File: src/rtl/eq_audio_pkg.sv
// Shared types and constants for the 3-band equalizer audio path.
// Sample width and I2S slot geometry are common to the EQ core and its output stage.
package eq_audio_pkg;

  localparam int SAMPLE_W     = 24;
  localparam int I2S_SLOT_W   = 32;
  localparam int I2S_BCLK_DIV = 4;

  typedef logic signed [SAMPLE_W-1:0] sample_t;

  typedef struct packed {
    sample_t l;
    sample_t r;
  } stereo_t;

endpackage

File: src/rtl/i2s_tx_serializer_if.sv
// Stereo sample handshake from the EQ core into the I2S transmitter.
interface i2s_tx_serializer_if #(
  parameter int DATA_W = eq_audio_pkg::SAMPLE_W
);

  logic signed [DATA_W-1:0] s_data_l;
  logic signed [DATA_W-1:0] s_data_r;
  logic                     s_valid;
  logic                     s_ready;

  modport master (output s_data_l, output s_data_r, output s_valid, input s_ready);
  modport slave  (input s_data_l, input s_data_r, input s_valid, output s_ready);

endinterface

File: src/rtl/i2s_clkgen.sv
// I2S bit/frame timing: BCLK divider and frame position counters, registered BCLK/LRCLK,
// plus the bit (position advance) and frame (load) strobes for the shifter.
module i2s_clkgen import eq_audio_pkg::*; #(
  parameter int SLOT_W   = I2S_SLOT_W,
  parameter int BCLK_DIV = I2S_BCLK_DIV
) (
  input  logic clk,
  input  logic reset_n,
  input  logic en_i,
  output logic bclk_o,
  output logic lrclk_o,
  output logic bit_tick_o,
  output logic frame_tick_o
);

  localparam int DIV_W = $clog2(BCLK_DIV);
  localparam int P_W   = $clog2(2 * SLOT_W);

  localparam logic [DIV_W-1:0] DIV_LAST = DIV_W'(BCLK_DIV - 1);
  localparam logic [DIV_W-1:0] DIV_HALF = DIV_W'(BCLK_DIV / 2);
  localparam logic [P_W-1:0]   P_LAST   = P_W'(2 * SLOT_W - 1);
  localparam logic [P_W-1:0]   P_SLOT   = P_W'(SLOT_W);

  logic [DIV_W-1:0] div_cnt_q, div_cnt_d;
  logic [P_W-1:0]   p_q, p_d;
  logic             bclk_q, bclk_d;
  logic             lrclk_q, lrclk_d;
  logic             bit_tick, frame_tick;

  always_comb begin
    bit_tick   = en_i && (div_cnt_q == DIV_LAST);
    frame_tick = en_i && (div_cnt_q == '0) && (p_q == '0);
    div_cnt_d  = '0;
    p_d        = '0;
    bclk_d     = 1'b0;
    lrclk_d    = 1'b0;
    // Outputs follow the counter state one clk later, so they all switch together.
    if (en_i) begin
      div_cnt_d = bit_tick ? '0 : div_cnt_q + 1'b1;
      p_d       = p_q;
      if (bit_tick) begin
        p_d = (p_q == P_LAST) ? '0 : p_q + 1'b1;
      end
      bclk_d  = (div_cnt_q >= DIV_HALF);
      lrclk_d = (p_q >= P_SLOT);
    end
  end

  always_ff @(posedge clk or posedge reset_n) begin
    if (reset_n) begin
      div_cnt_q <= '0;
      p_q       <= '0;
      bclk_q    <= 1'b0;
      lrclk_q   <= 1'b0;
    end else begin
      div_cnt_q <= div_cnt_d;
      p_q       <= p_d;
      bclk_q    <= bclk_d;
      lrclk_q   <= lrclk_d;
    end
  end

  assign bclk_o       = bclk_q;
  assign lrclk_o      = lrclk_q;
  assign bit_tick_o   = bit_tick;
  assign frame_tick_o = frame_tick;

endmodule

File: src/rtl/i2s_tx_serializer.sv
// I2S transmitter: one-entry stereo holding buffer, frame shifter and underrun/frame pulses.
// Reset input reset_n is asynchronous and active-high despite its name.
module i2s_tx_serializer import eq_audio_pkg::*; #(
  parameter int DATA_W   = SAMPLE_W,
  parameter int SLOT_W   = I2S_SLOT_W,
  parameter int BCLK_DIV = I2S_BCLK_DIV
) (
  input  logic              clk,
  input  logic              reset_n,
  input  logic              en,
  i2s_tx_serializer_if.slave s_if,
  output logic              i2s_bclk,
  output logic              i2s_lrclk,
  output logic              i2s_sdata,
  output logic              frame_start,
  output logic              underrun
);

  localparam int FRAME_W = 2 * SLOT_W;

  logic [DATA_W-1:0]  buf_l_q, buf_l_d;
  logic [DATA_W-1:0]  buf_r_q, buf_r_d;
  logic               full_q, full_d;
  logic [FRAME_W-1:0] shift_q, shift_d;
  logic               sdata_q, sdata_d;
  logic               bit_tick, frame_tick, accept;

  // One leading zero (I2S one-bit delay), sample MSB first, zero pad to the slot end.
  function automatic logic [SLOT_W-1:0] to_slot(input logic [DATA_W-1:0] s);
    logic [SLOT_W-1:0] slot;
    slot = '0;
    slot[SLOT_W-2 -: DATA_W] = s;
    return slot;
  endfunction

  i2s_clkgen #(
    .SLOT_W   (SLOT_W),
    .BCLK_DIV (BCLK_DIV)
  ) u_clkgen (
    .clk          (clk),
    .reset_n      (reset_n),
    .en_i         (en),
    .bclk_o       (i2s_bclk),
    .lrclk_o      (i2s_lrclk),
    .bit_tick_o   (bit_tick),
    .frame_tick_o (frame_tick)
  );

  always_comb begin
    buf_l_d = buf_l_q;
    buf_r_d = buf_r_q;
    full_d  = full_q;
    shift_d = shift_q;
    accept  = s_if.s_valid && !full_q;
    sdata_d = en && shift_q[FRAME_W-1];

    // Load needs a full buffer and accept an empty one, so they never contend.
    if (frame_tick && full_q) begin
      full_d = 1'b0;
    end
    if (accept) begin
      buf_l_d = s_if.s_data_l;
      buf_r_d = s_if.s_data_r;
      full_d  = 1'b1;
    end

    if (!en) begin
      shift_d = '0;
    end else if (frame_tick) begin
      shift_d = full_q ? {to_slot(buf_l_q), to_slot(buf_r_q)} : '0;
    end else if (bit_tick) begin
      shift_d = {shift_q[FRAME_W-2:0], 1'b0};
    end
  end

  always_ff @(posedge clk or posedge reset_n) begin
    if (reset_n) begin
      buf_l_q <= '0;
      buf_r_q <= '0;
      full_q  <= 1'b0;
      shift_q <= '0;
      sdata_q <= 1'b0;
    end else begin
      buf_l_q <= buf_l_d;
      buf_r_q <= buf_r_d;
      full_q  <= full_d;
      shift_q <= shift_d;
      sdata_q <= sdata_d;
    end
  end

  assign s_if.s_ready = !full_q;
  assign i2s_sdata    = sdata_q;
  assign frame_start  = frame_tick && !reset_n;
  assign underrun     = frame_start && !full_q;

endmodule

File: src/flat_wrapper.sv
// flat-port wrapper written by rule: the top's interface ports become plain ports
module i2s_tx_serializer_flat import eq_audio_pkg::*;
#(
  parameter int DATA_W   = SAMPLE_W,
  parameter int SLOT_W   = I2S_SLOT_W,
  parameter int BCLK_DIV = I2S_BCLK_DIV
)
  (clk, reset_n, en, i2s_bclk, i2s_lrclk, i2s_sdata, frame_start, underrun, s_if_s_data_l, s_if_s_data_r, s_if_s_valid, s_if_s_ready);
  i2s_tx_serializer_if #(.DATA_W(DATA_W)) s_if_i ();
  input  logic clk;
  input  logic reset_n;
  input  logic en;
  output logic i2s_bclk;
  output logic i2s_lrclk;
  output logic i2s_sdata;
  output logic frame_start;
  output logic underrun;
  input wire logic [$bits(s_if_i.s_data_l)-1:0] s_if_s_data_l;
  input wire logic [$bits(s_if_i.s_data_r)-1:0] s_if_s_data_r;
  input wire logic [$bits(s_if_i.s_valid)-1:0] s_if_s_valid;
  output wire logic [$bits(s_if_i.s_ready)-1:0] s_if_s_ready;
  assign s_if_i.s_data_l = s_if_s_data_l;
  assign s_if_i.s_data_r = s_if_s_data_r;
  assign s_if_i.s_valid = s_if_s_valid;
  assign s_if_s_ready = s_if_i.s_ready;
  i2s_tx_serializer #(.DATA_W(DATA_W), .SLOT_W(SLOT_W), .BCLK_DIV(BCLK_DIV)) u_core (.clk(clk), .reset_n(reset_n), .en(en), .s_if(s_if_i), .i2s_bclk(i2s_bclk), .i2s_lrclk(i2s_lrclk), .i2s_sdata(i2s_sdata), .frame_start(frame_start), .underrun(underrun));
endmodule
File: config.mk
export PLATFORM = sky130hd
export DESIGN_NAME = i2s_tx_serializer_flat
export DESIGN_NICKNAME = d
export VERILOG_FILES = /design/src/rtl/eq_audio_pkg.sv /design/src/rtl/i2s_tx_serializer_if.sv /design/src/rtl/i2s_clkgen.sv /design/src/rtl/i2s_tx_serializer.sv /design/src/flat_wrapper.sv
export SDC_FILE = /design/constraint.sdc
export NUM_CORES = 1
export LEC_CHECK = 0
export CAP_MARGIN = 30
export CORE_MARGIN = 4
export CORE_UTILIZATION = 59
export DETAILED_ROUTE_END_ITERATION = 6
export PLACE_DENSITY = 0.83
export SLEW_MARGIN = 5
export SYNTH_ARGS = -nofsm -noshare
export SYNTH_HDL_FRONTEND = slang
export SYNTH_SLANG_ARGS = --single-unit
File: constraint.sdc
create_clock -name clk -period 11.8 [get_ports clk]
set_input_delay 2.36 -clock clk [delete_from_list [all_inputs] [get_ports clk]]
set_output_delay 2.36 -clock clk [all_outputs]
set_load 0.02 [all_outputs]
# Yosys cells after proc, flatten, opt, wreduce, memory -nomap -nowiden
# Index checks and enable logic that the tools add are counted.
classes:
  eq_ne: 4
  multipliers: 0
  n_lt_le_gt_ge: 2
  muxes: 13
  add_sub_neg: 2
  div: 0
  n_bitwise: 0
  shifts: 0
  n_reduce_logical: 13
op_table:
  columns: ["op", "count"]
  rows:
  - ["two-way mux 64 bit", 3]
  - ["two-way mux 63 bit", 1]
  - ["two-way mux 6 bit", 3]
  - ["logical AND 1 bit", 8]
  - ["adder 6 x 1 -> 6 bit (second input constant)", 1]
  - ["== test 6 bit (second input constant)", 1]
  - [">= comparator 6 bit (second input constant)", 1]
  - ["zero test 6 bit", 1]
  - ["two-way mux 1 bit", 4]
  - ["two-way mux 2 bit", 2]
  - ["inequality test 3 x 1 -> 1 bit (second input constant)", 1]
  - ["adder 2 x 1 -> 2 bit (second input constant)", 1]
  - ["== test 2 bit (second input constant)", 1]
  - [">= comparator 2 bit (second input constant)", 1]
  - ["zero test 1 bit", 2]
  - ["zero test 2 bit", 1]
  - ["inequality test 2 x 1 -> 1 bit (second input constant)", 1]
  - ["nonzero test 2 bit", 1]
word_totals:
  mem_count: 0
  mem_bits_rw: 0
  reg_bits: 124
  output_inout_bits: 6
  word_cells: 43
  input_bits: 52
  latch_bits: 0
  rom_bits: 0

# Depth between registers and ports, before layout
logic_depth:
  depth_word: 6
  depth_mapped: 8
  mapped_depth_nobuf: 5

# Hierarchy
# A second synthesis with hierarchy kept.
hier_totals:
  cells_unflattened: 355
  area_unflattened_um2: 5032.3
by_module_without_submodules:
  columns: ["module", "seq_area_each_um2", "area_each_um2", "cells_per_inst", "instances"]
  rows:
  - ["i2s_tx_serializer", 2677.6, 4476.8, 301, 1]
  - ["i2s_clkgen", 250.2, 555.5, 54, 1]

# Worst setup path before layout
# Ideal clock, no wire load.
synth_path:
  path_type: "in2out"
  startpoint: "input en"
  endpoint: "output underrun"
  required_ns: 9.440
  cell_stages: 6
  arrival_time_ns: 3.687
  setup_slack_ns: 5.753
  path_buffers: 3
  cell_sequence: "clkbuf_1 -> nand4bb_1 -> or2_1 -> buf_2 -> buf_4 -> nor3_1"
synth_between:
  elab_chain_len: 4
synth_lines:
  columns: ["element", "line_no", "source"]
  rows:
  - ["from (decl)", "flat_wrapper.sv:12", "input logic en;"]
  - ["logical AND 1 bit (2 in a row)", "i2s_clkgen.sv:32", "frame_tick = en_i && (div_cnt_q == '0) && (p_q == '0);"]
  - ["logical AND 1 bit", "i2s_tx_serializer.sv:94", "assign frame_start = frame_tick && !reset_n;"]
  - ["logical AND 1 bit", "i2s_tx_serializer.sv:95", "assign underrun = frame_start && !full_q;"]
  - ["to (decl)", "flat_wrapper.sv:17", "output logic underrun;"]
# No other way between the ends.

# Worst setup path after layout
# Same ends and word-level chain as after synthesis.

==> impl_metrics.prom <==
# TYPE chip_impl_metric gauge
chip_impl_metric{name="worst_slew_margin_rel",unit="%"} 42.5
chip_impl_metric{name="area_delta_synth_final",unit="%"} 23.0
chip_impl_metric{name="remaining_routing_drc_violations",unit=""} 0
chip_impl_info{name="class_of_the_tightest_hold_or_removal_check",value="reg -> reg"} 1
chip_impl_info{name="cts-root-buf",value="clkbuf_8"} 1
chip_impl_metric{name="tightestPinTransition",unit="ns"} 0.863
chip_impl_metric{name="synth.net_count",unit=""} 524
chip_impl_metric{name="cts-htree-levels",unit=""} 4
chip_impl_metric{name="timing.final.crit_share",unit="%"} 59.7
chip_impl_metric{name="clock-skew-final",unit="ns"} 0.0103
chip_impl_metric{name="die_area",unit="sq mm"} 0.0108
chip_impl_metric{name="cts.repair.resized",unit=""} 0
chip_impl_info{name="worstSetupStartpointType",value="primary input"} 1
chip_impl_metric{name="port-buffer-count",unit=""} 57
chip_impl_metric{name="final_net_count",unit=""} 566
chip_impl_metric{name="antenna_cells",unit=""} 0
chip_impl_metric{name="cts.hold.buffers_added",unit=""} 0
chip_impl_metric{name="globalRouteTotalUtil",unit="%"} 22.2
chip_impl_metric{name="ys_seq_area_share",unit="%"} 53.8
chip_impl_metric{name="placed_cells",unit=""} 598
chip_impl_metric{name="grt_overflow_total",unit=""} 0
chip_impl_info{name="worstSetupEndpointType",value="output pin"} 1
chip_impl_metric{name="insertion_delay",unit="ns"} 0.52
chip_impl_metric{name="grt_pass1_vias",unit=""} 3899
chip_impl_metric{name="wirelength",unit="mm"} 11.4
chip_impl_metric{name="hpwlAfterDp",unit="mm"} 6.50
chip_impl_metric{name="report.final.hold_viol_count",unit=""} 0
chip_impl_metric{name="worstPathArrival",unit="ns"} 4.68
chip_impl_metric{name="worst_setup_hold_path_clk_slew",unit="ns"} 0.05
chip_impl_metric{name="setup-violations-final",unit=""} 0
chip_impl_metric{name="drive_gt1_share",unit="%"} 27.0
chip_impl_metric{name="instances_no_fill",unit=""} 630
chip_impl_metric{name="wire_per_inst",unit="um"} 18.1
chip_impl_metric{name="drt-vias-per-instance",unit=""} 6.04
chip_impl_metric{name="layout_min_cycle_time",unit="ns"} 7.04
chip_impl_metric{name="synth_cell_types",unit=""} 33
chip_impl_metric{name="initial_antenna_violation_count",unit=""} 0
chip_impl_metric{name="number_of_ports_placed_on_the_die_boundary",unit=""} 58
chip_impl_metric{name="gpl.final_weighted_congestion",unit=""} 0.736
chip_impl_metric{name="maximum_number_of_pins_on_one_net_before_global_route_repair",unit=""} 80
chip_impl_metric{name="crit_required",unit="ns"} 9.44
chip_impl_info{name="grt_setup_unrepaired",value="no"} 1
chip_impl_metric{name="cts_inserted_buffers",unit=""} 17
chip_impl_metric{name="final.setup.tns",unit="ns"} 0
chip_impl_metric{name="leakagePower",unit="nW"} 2.83
chip_impl_metric{name="grt_first_pass_wirelength",unit="mm"} 19.6
chip_impl_metric{name="synthesis.yosys.warnings",unit=""} 0
chip_impl_metric{name="synth_area",unit="sq mm"} 0.00544
chip_impl_metric{name="timing.critical_path.buf_inv",unit=""} 4
chip_impl_info{name="worst_path_max_delay_cell",value="clkdlybuf4s50_1"} 1
chip_impl_metric{name="timing.critical_path.slowest_cell_delay",unit="ns"} 0.64
chip_impl_info{name="crit_chain",value="buf_2 -> buf_4 -> nand4bb_2 -> buf_4 -> or2_1 -> nor3_1 -> clkdlybuf4s50_1"} 1
chip_impl_metric{name="maxCapViolations",unit=""} 0
chip_impl_metric{name="core",unit="sq mm"} 0.00885
chip_impl_metric{name="numClockSinks",unit=""} 117
chip_impl_metric{name="postCtsSetupBuffers",unit=""} 0
chip_impl_info{name="cts_tree",value="done"} 1
chip_impl_metric{name="postRouteAntennaNets",unit=""} 0
chip_impl_metric{name="fp.dieW",unit="um"} 104
chip_impl_info{name="worst_path_dominant_cell_family",value="buffers and inverters"} 1
chip_impl_metric{name="die_y",unit="um"} 104
chip_impl_metric{name="starting_density_of_the_core",unit="%"} 61.5
chip_impl_info{name="worstSetupPathType",value="in -> out"} 1
chip_impl_metric{name="fill_cells",unit=""} 546
chip_impl_info{name="status",value="finished, final reports clean"} 1
chip_impl_metric{name="via_count",unit=""} 3807
chip_impl_metric{name="placementRows",unit=""} 34
chip_impl_metric{name="drt-initial-drc-count",unit=""} 274
chip_impl_metric{name="clockBufferDepth",unit=""} 2
chip_impl_metric{name="first_pass_iters",unit=""} 4
chip_impl_metric{name="yosys_register_bits",unit=""} 117
chip_impl_metric{name="avgSynthCellArea",unit="sq um"} 11.7
chip_impl_metric{name="report.final.slew_viol_count",unit=""} 0
chip_impl_info{name="worst_path_most_repeated_cell",value="buf_4"} 1
chip_impl_metric{name="highest_attainable_clock_frequency",unit="GHz"} 0.142
chip_impl_metric{name="worst_path_max_fanout",unit=""} 79
chip_impl_metric{name="power_density",unit="mW/mm^2"} 209
chip_impl_metric{name="vdd_drop_max",unit="uV"} 124
chip_impl_metric{name="netlist_instances",unit=""} 467
where the power goes:
part | leakage [nW] | internal [mW] | total [mW] | switching (mW)
Combinational | 1.02 | 0.150 | 0.284 | 0.133
Sequential | 1.50 | 0.518 | 0.581 | 0.0627
Clock | 0.306 | 0.360 | 0.533 | 0.173
Total | 2.83 | 1.03 | 1.40 | 0.369
worst paths after layout:
path	start	to	slack, ns	depth (start not counted)
worst max register to register	u_core.u_clkgen.div_cnt_q[0]$_DFF_PP0_	u_core.shift_q[61]$_DFFE_PP0P_	9.51	7
worst min register to register	u_core.u_clkgen.div_cnt_q[0]$_DFF_PP0_	u_core.u_clkgen.div_cnt_q[0]$_DFF_PP0_	0.48	1
min in group asynchronous	reset_n	u_core.buf_r_q[5]$_DFFE_PP0P_	2.23	2
max in group asynchronous	reset_n	u_core.shift_q[28]$_DFFE_PP0P_	8.53	4
worst max-delay path	en	underrun	4.76	7
worst min-delay path	u_core.u_clkgen.div_cnt_q[0]$_DFF_PP0_	u_core.u_clkgen.div_cnt_q[0]$_DFF_PP0_	0.48	1
cell usage in the layout (no fill, tap or decap), types with 2 or more instances in the layout:
cell	synthesis	final
nor2_1	11	11
buf_4	1	8
nand2_1	38	38
clkdlybuf4s50_1	0	56
nand3b_1	2	2
xnor2_1	2	2
o211ai_1	47	47
inv_1	6	5
bufinv_16	0	3
nand4_1	2	2
nor2b_1	3	2
mux2i_1	11	11
o21ai_1	47	47
clkbuf_16	0	16
mux2_2	95	95
o21ai_0	3	3
and2_1	5	5
clkinv_2	0	2
dfrtp_1	117	117
clkbuf_8	0	8
clkinvlp_4	0	2
ha_1	5	4
nand3_1	18	18
registers in the layout, indices dropped and copies added (netlist names):
register and cells:
u_core.buf_l_q 24, u_core.buf_r_q 24, u_core.full_q 1, u_core.i2s_sdata 1, u_core.shift_q 57, u_core.u_clkgen.bclk_o 1, u_core.u_clkgen.div_cnt_q 2, u_core.u_clkgen.lrclk_o 1
u_core.u_clkgen.p_q 6
synth_stat cells (all sizes together):
cell	instances	share of area, %
nor2b	3	0.34
clkbuf	28	1.9
or2	1	0.12
nand3	18	1.7
o22ai	1	0.12
ha	5	1.1
nand2	38	2.6
nor2	11	0.76
dfrtp	117	54
nand4bb	1	0.21
xnor2	2	0.32
nand4b	1	0.16
nand3b	2	0.28
mux2	95	20
and3b	1	0.16
and2	5	0.57
mux2i	11	2.0
a21oi	1	0.092
o21ai	51	4.8
o21a	1	0.14
buf	15	1.5
o211ai	47	6.5
nand4	2	0.23
nor3	1	0.092
a21o	1	0.14
inv	6	0.41
o22a	1	0.16
or3b	1	0.16
routing by layer:
metal | share of wire, % | GRT usage [%] | vias to the layer above
li1 | - | - | 1767
met1 | 43 | 29.4 | 1914
met2 | 51 | 36.1 | 107
met3 | 4.0 | 4.72 | 19
met4 | 1.4 | 8.55 | 0
met5 | 0 | 0 | -
worst register-to-register path, delay by kind of cell, from the launching register on:
family	cells	cell delay (ns)
adder cells (fa/ha/maj)	1	0.20
AO/OA/AOI/OAI	1	0.20
AND/OR/NAND/NOR	2	0.35
buffers and inverters	3	1.01
flip-flops	1	0.38
per-stage QoR:
step	area [sq um]	setup WS (ns)	util, %	hold slack, ns	power [mW]
after floorplan	5440	5.75	-	0.431	0.784
final	6690	4.76	75.6	0.476	1.40
after CTS	6690	4.79	75.6	0.474	1.41
after global placement	6040	4.86	68.2	0.450	0.849
after detailed placement	6060	4.80	68.5	0.462	0.869
after global routing	6690	4.67	75.6	0.494	1.47
final cells by class:
| class | instances | area (sq um) | area share [%] |
|---|---|---|---|
| sequential | 117 | 2930 | 43.7 |
| tap | 108 | 135 | 2.02 |
| clock buffer | 25 | 514 | 7.68 |
| inverter | 6 | 25.0 | 0.374 |
| timing repair buffer | 66 | 653 | 9.76 |
| clock inverter | 7 | 115 | 1.72 |
| multi-input combinational | 301 | 2320 | 34.7 |
logic make-up after synthesis:
group / Yosys count / share of synthesized area [%]
flip-flops: 117 / 53.8
AND/OR/NAND/NOR: 85 / 7.36
buffers and inverters: 49 / 3.82
AO/OA/AOI/OAI: 103 / 11.9
adder cells (fa/ha/maj): 5 / 1.15
multiplexers: 106 / 21.7
XOR/XNOR: 2 / 0.322
Power figures use the tool's default switching activity.
